File: src/rtl/l2_round_robin_arbiter_if.sv
// l2_round_robin_arbiter_if: request/strobe in, registered grant out for the L2 arbiter
interface l2_round_robin_arbiter_if #(
  parameter int NUM_PORTS = 4
);
  localparam int IW = $clog2(NUM_PORTS);
  logic [NUM_PORTS-1:0] requests;
  logic                 strobe;
  logic [IW-1:0]        grantee_i;
  logic [NUM_PORTS-1:0] grantee_v;
  logic                 grantee_valid;
  logic                 timeout_error;
  modport master (
    output requests, strobe,
    input  grantee_i, grantee_v, grantee_valid, timeout_error
  );
  modport slave (
    input  requests, strobe,
    output grantee_i, grantee_v, grantee_valid, timeout_error
  );
endinterface

File: src/rtl/l2_round_robin_arbiter.sv
// l2_round_robin_arbiter: registered round-robin grant with no-bubble handoff and a grant-hold watchdog
module l2_round_robin_arbiter #(
  parameter int NUM_PORTS      = 4,
  parameter int TIMEOUT_CYCLES = 1024
) (
  input logic                   clk,
  input logic                   rst_n,
  l2_round_robin_arbiter_if.slave bus
);
  localparam int IW = $clog2(NUM_PORTS);
  typedef enum logic {IDLE, GRANTED} state_t;
  state_t               state, state_nxt;
  logic [IW-1:0]        ptr, ptr_nxt, gi, win;
  logic [NUM_PORTS-1:0] gv;
  logic                 srv, found, ld;
  logic [IW:0]          idx;
  always_comb begin
    srv     = (state == GRANTED) && bus.strobe;
    ptr_nxt = srv ? ((gi == IW'(NUM_PORTS - 1)) ? '0 : gi + IW'(1)) : ptr;
    found   = 1'b0;
    win     = '0;
    idx     = '0;
    // scan from lowest priority up so the highest-priority hit is written last
    for (int k = NUM_PORTS - 1; k >= 0; k--) begin
      idx = {1'b0, ptr_nxt} + (IW+1)'(k);
      if (idx >= (IW+1)'(NUM_PORTS)) idx = idx - (IW+1)'(NUM_PORTS);
      if (bus.requests[idx[IW-1:0]]) begin
        found = 1'b1;
        win   = idx[IW-1:0];
      end
    end
    ld        = ((state == IDLE) || srv) && found;
    state_nxt = ld ? GRANTED : (srv ? IDLE : state);
  end
  always_ff @(posedge clk) begin
    if (!rst_n) begin
      state <= IDLE;
      ptr   <= '0;
      gi    <= '0;
      gv    <= '0;
    end else begin
      state <= state_nxt;
      ptr   <= ptr_nxt;
      if (ld) gi <= win;
      gv <= ld ? NUM_PORTS'(1) << win : (srv ? '0 : gv);
    end
  end
  assign bus.grantee_i     = gi;
  assign bus.grantee_v     = gv;
  assign bus.grantee_valid = (state == GRANTED);
  generate
    if (TIMEOUT_CYCLES > 0) begin : g_wd
      localparam int CW = $clog2(TIMEOUT_CYCLES + 1);
      logic [CW-1:0] cnt;
      logic          err, hold;
      assign hold = (state == GRANTED) && !bus.strobe;
      always_ff @(posedge clk) begin
        if (!rst_n) begin
          cnt <= '0;
          err <= 1'b0;
        end else begin
          cnt <= !hold ? '0 : (cnt != CW'(TIMEOUT_CYCLES) ? cnt + CW'(1) : cnt);
          if (hold && cnt == CW'(TIMEOUT_CYCLES - 1)) err <= 1'b1;
        end
      end
      assign bus.timeout_error = err;
    end else begin : g_nowd
      assign bus.timeout_error = 1'b0;
    end
  endgenerate
endmodule

File: src/flat_wrapper.sv
// flat-port wrapper written by rule: the top's interface ports become plain ports
module l2_round_robin_arbiter_flat 
#(
  parameter int NUM_PORTS      = 4,
  parameter int TIMEOUT_CYCLES = 1024
)
  (clk, rst_n, bus_requests, bus_strobe, bus_grantee_i, bus_grantee_v, bus_grantee_valid, bus_timeout_error);
  l2_round_robin_arbiter_if #(.NUM_PORTS(NUM_PORTS)) bus_i ();
  input logic clk;
  input logic rst_n;
  input wire logic [$bits(bus_i.requests)-1:0] bus_requests;
  input wire logic [$bits(bus_i.strobe)-1:0] bus_strobe;
  output wire logic [$bits(bus_i.grantee_i)-1:0] bus_grantee_i;
  output wire logic [$bits(bus_i.grantee_v)-1:0] bus_grantee_v;
  output wire logic [$bits(bus_i.grantee_valid)-1:0] bus_grantee_valid;
  output wire logic [$bits(bus_i.timeout_error)-1:0] bus_timeout_error;
  assign bus_i.requests = bus_requests;
  assign bus_i.strobe = bus_strobe;
  assign bus_grantee_i = bus_i.grantee_i;
  assign bus_grantee_v = bus_i.grantee_v;
  assign bus_grantee_valid = bus_i.grantee_valid;
  assign bus_timeout_error = bus_i.timeout_error;
  l2_round_robin_arbiter #(.NUM_PORTS(NUM_PORTS), .TIMEOUT_CYCLES(TIMEOUT_CYCLES)) u_core (.clk(clk), .rst_n(rst_n), .bus(bus_i));
endmodule
File: config.mk
export PLATFORM = sky130hd
export DESIGN_NAME = l2_round_robin_arbiter_flat
export DESIGN_NICKNAME = d
export VERILOG_FILES = /design/src/rtl/l2_round_robin_arbiter_if.sv /design/src/rtl/l2_round_robin_arbiter.sv /design/src/flat_wrapper.sv
export SDC_FILE = /design/constraint.sdc
export NUM_CORES = 1
export LEC_CHECK = 0
export BUFFER_PORTS_ARGS = -buffer_cell sky130_fd_sc_hd__buf_2
export CAP_MARGIN = 20
export CORE_ASPECT_RATIO = 0.9
export CORE_MARGIN = 2
export CORE_UTILIZATION = 57
export CTS_BUF_LIST = sky130_fd_sc_hd__clkbuf_8
export DETAILED_ROUTE_END_ITERATION = 6
export MAX_ROUTING_LAYER = met4
export PLACE_DENSITY_LB_ADDON = 0.12
export SLEW_MARGIN = 20
export SYNTH_ARGS = -nofsm -noshare
export SYNTH_HDL_FRONTEND = slang
export SYNTH_SLANG_ARGS = --single-unit
File: constraint.sdc
create_clock -name clk -period 2.13 [get_ports clk]
set_input_delay 0.3195 -clock clk [delete_from_list [all_inputs] [get_ports clk]]
set_output_delay 0.3195 -clock clk [all_outputs]
set_load 0.005 [all_outputs]
==> flow_metrics.py <==
metrics = {
    "clock_tree": {
        "clk_latency_ns": 0.26,
        "cts_inserted_buffers": 3,
        "cts-root-buf": "clkbuf_8",
        "cts_setup_buffers": 0,
        "clkTransAtPathRegs_ns": 0.07,
        "cts_resized": 0,
        "cts_tree": "yes",
        "ctsLongestPathBuffers": 2,
        "h-tree-depth": 1,
        "cts_hold_buf": 0,
        "clock_sinks": 21,
    },
    "pwr": {
        "p_leak_uw": 0.000460,
        "power_density_nw_per_um2": 684,
        "peakVddDrop_mv": 0.727,
        "power_uw": 791,
    },
    "timing": {
        "fin_setup_tns_ns": 0,
        "finalCriticalPeriod_ns": 1.94,
        "skew_ns": 0.00221,
        "setup_viol": 0,
        "hold_violations": 0,
        "worst_slew_pin_slew_ns": 0.423,
        "maxSlewHeadroom": 0.715,
        "max_freq_mhz": 516,
        "rsz0062_at_grt": "false",
        "slew_violations": 0,
        "hold_ws_ns": 0.354,
        "period_share": 0.910,
        "setup_ws_ns": 0.191,
    },
    "floorplanning": {
        "row_count": 14,
        "start_util": 0.603,
        "core_sq_um": 1680,
        "ios": 15,
        "die_y_um": 44.0,
        "die_area_sq_um": 2130,
        "die_w_um": 48.5,
    },
    "critical_path": {
        "r2r_end": "u_core.bus.grantee_v[3]",
        "ff2ff_setup_slack_ns": 0.19,
        "path_cells": "ha_1 > and4bb_1 > a21oi_1 > or4b_1 > and3_4 > a32oi_1 > nor2_1",
        "crit_type": "reg2reg",
        "cp-end-kind": "flip-flop",
        "slowest_stage": "or4b_1",
        "rr_startpoint": "u_core.bus.grantee_i[0]",
        "cp-start-kind": "flip-flop",
        "path_buf_inv": 0,
        "max_stage_delay_ns": 0.51,
        "required_ns": 2.28,
        "arrival_ns": 2.09,
        "crit_fanout": 5,
        "cp_top_family": "simple AND/OR/NAND/NOR gates",
        "rr_worst_depth": 7,
    },
    "grt": {
        "grt_usage": 0.207,
        "grt_max_degree": 12,
        "grt_pass1_vias": 726,
        "grt.overflow.total": 0,
        "grt_pass1_wl_um": 3220,
        "antenna_found_initial": 0,
    },
    "synthesis": {
        "ys_seq_area_frac": 0.414,
        "avgSynthCellArea_sq_um": 9.22,
        "synth-edff-count": 0,
        "synth_warnings": 0,
        "mappedNetlistArea_sq_um": 1010,
        "async_flop_share": 0,
        "syn_inst": 110,
        "synth_flop_cell": "dfxtp_1",
        "synth.distinct_cells": 37,
        "synth_nets": 120,
        "ys_ff_latch": 21,
    },
    "route": {
        "ant_nets": 0,
        "viasPerCell": 5.35,
        "vias": 808,
        "drt-initial-drc-count": 12,
        "drtPass1Iterations": 4,
        "routedWlPerCell_um": 12.0,
        "routed_wl_um": 1820,
        "drc": 0,
    },
    "flow_run": {
        "drv_cap": 0,
    },
    "layout": {
        "antennaDiodeCount": 0,
        "drive_gt1_frac": 0.220,
        "utilization": 0.688,
        "nNetsFinal": 138,
        "area.growth.synth_to_final_pct": 13.9,
    },
    "placement": {
        "io_buffers": 14,
        "dp_slack_ns": 0.199,
        "routabilityCongestion": 0.867,
        "place.detailed.hpwl_um": 1370,
    },
    "hold_path": {
        "hold_start": "rst_n",
        "whs_endpoint": "u_core.bus.timeout_error",
        "hold_path.class": "in2reg",
        "whs_path_depth": 3,
    },
    "outcome": {
        "status": "completed",
    },
}
## report_power, final
group / internal, uW / switching (uW) / leakage (uW)
clock: 128 / 124 / 0.0000269
combinational: 55.8 / 64.1 / 0.000262
sequential: 407 / 10.6 / 0.000171
## synthesized netlist by cell type, types with 2 or more instances
cell	count	area, sq um
dfxtp_1	21	420
nor2_1	20	75.1
nand2_1	9	33.8
nand3_1	8	40.0
xor2_1	6	52.6
a21oi_1	5	25.0
ha_1	3	37.5
inv_1	3	11.3
mux2i_1	3	30.0
nor4_1	3	18.8
and2b_2	2	17.5
xnor2_1	2	17.5
## kinds of logic (layout without fill, tap and decap cells)
family | count (synthesis) | in the layout | synth area share
flops | 21 | 21 | 0.414
buf+inv | 4 | 21 | 0.0148
fa+ha+maj | 3 | 3 | 0.0370
mux | 5 | 5 | 0.0629
simple gates | 53 | 53 | 0.266
xor+xnor | 8 | 8 | 0.0691
compound gates | 16 | 16 | 0.136
## area by class of cell
class	instances	area [sq um]
Fill cell	145	526
Inverter	3	11.3
Clock inverter	1	3.75
Clock buffer	3	41.3
Tap cell	24	30.0
Sequential cell	21	420
Timing Repair Buffer	14	70.1
Multi-Input combinational cell	85	579
## tightest hold or removal path, stage by stage
cell and delay, ns:
buf_2 0.14, nand2_1 0.07, o31ai_1 0.05
## layout by cell type (no fill, tap or decap), types with 2 or more instances in the layout
cell type	count
inv_1	4
buf_2	14
nand3_1	8
xor2_1	6
nand2_1	9
a21oi_1	5
mux2i_1	3
ha_1	3
clkbuf_8	3
and2b_2	2
nor2_1	20
dfxtp_1	21
nor4_1	3
xnor2_1	2
## per-layer routing
metal | track usage | vias to the layer above | part of all wire
met2 | 0.294 | 13 | 0.41
met1 | 0.279 | 367 | 0.53
met3 | 0.0709 | 2 | 0.049
li1 | - | 426 | -
met5 | - | - | 0
met4 | 0.0686 | 0 | 0.0094
## stage by stage
step,cells,instance area (sq um)
6_report,151,1160
2_1_floorplan,110,1010
5_1_grt,151,1160
4_1_cts,151,1160
3_5_place_dp,147,1110
3_3_place_gp,147,1110
## registers in the layout, indices dropped and copies added, names as in the netlist
name and count:
u_core.bus.grantee_valid 1, u_core.bus.grantee_i 2, u_core.bus.timeout_error 1, u_core.bus.grantee_v 4
u_core.ptr 2, u_core.g_wd.cnt 11
## worst max path at each step
stage                     cells after the start                      end  slack (ns)                     from
final                                         7  u_core.bus.grantee_v[3]        0.19  u_core.bus.grantee_i[0]
after global routing                          7  u_core.bus.grantee_v[3]        0.09  u_core.bus.grantee_i[0]
after CTS                                     7  u_core.bus.grantee_v[3]        0.19  u_core.bus.grantee_i[0]
after detailed placement                      7  u_core.bus.grantee_v[3]        0.20  u_core.bus.grantee_i[0]
after global placement                        7  u_core.bus.grantee_v[3]        0.25  u_core.bus.grantee_i[0]
after floorplan                               7  u_core.bus.grantee_v[3]        0.28  u_core.bus.grantee_i[0]
(Power assumes the default switching activity.)
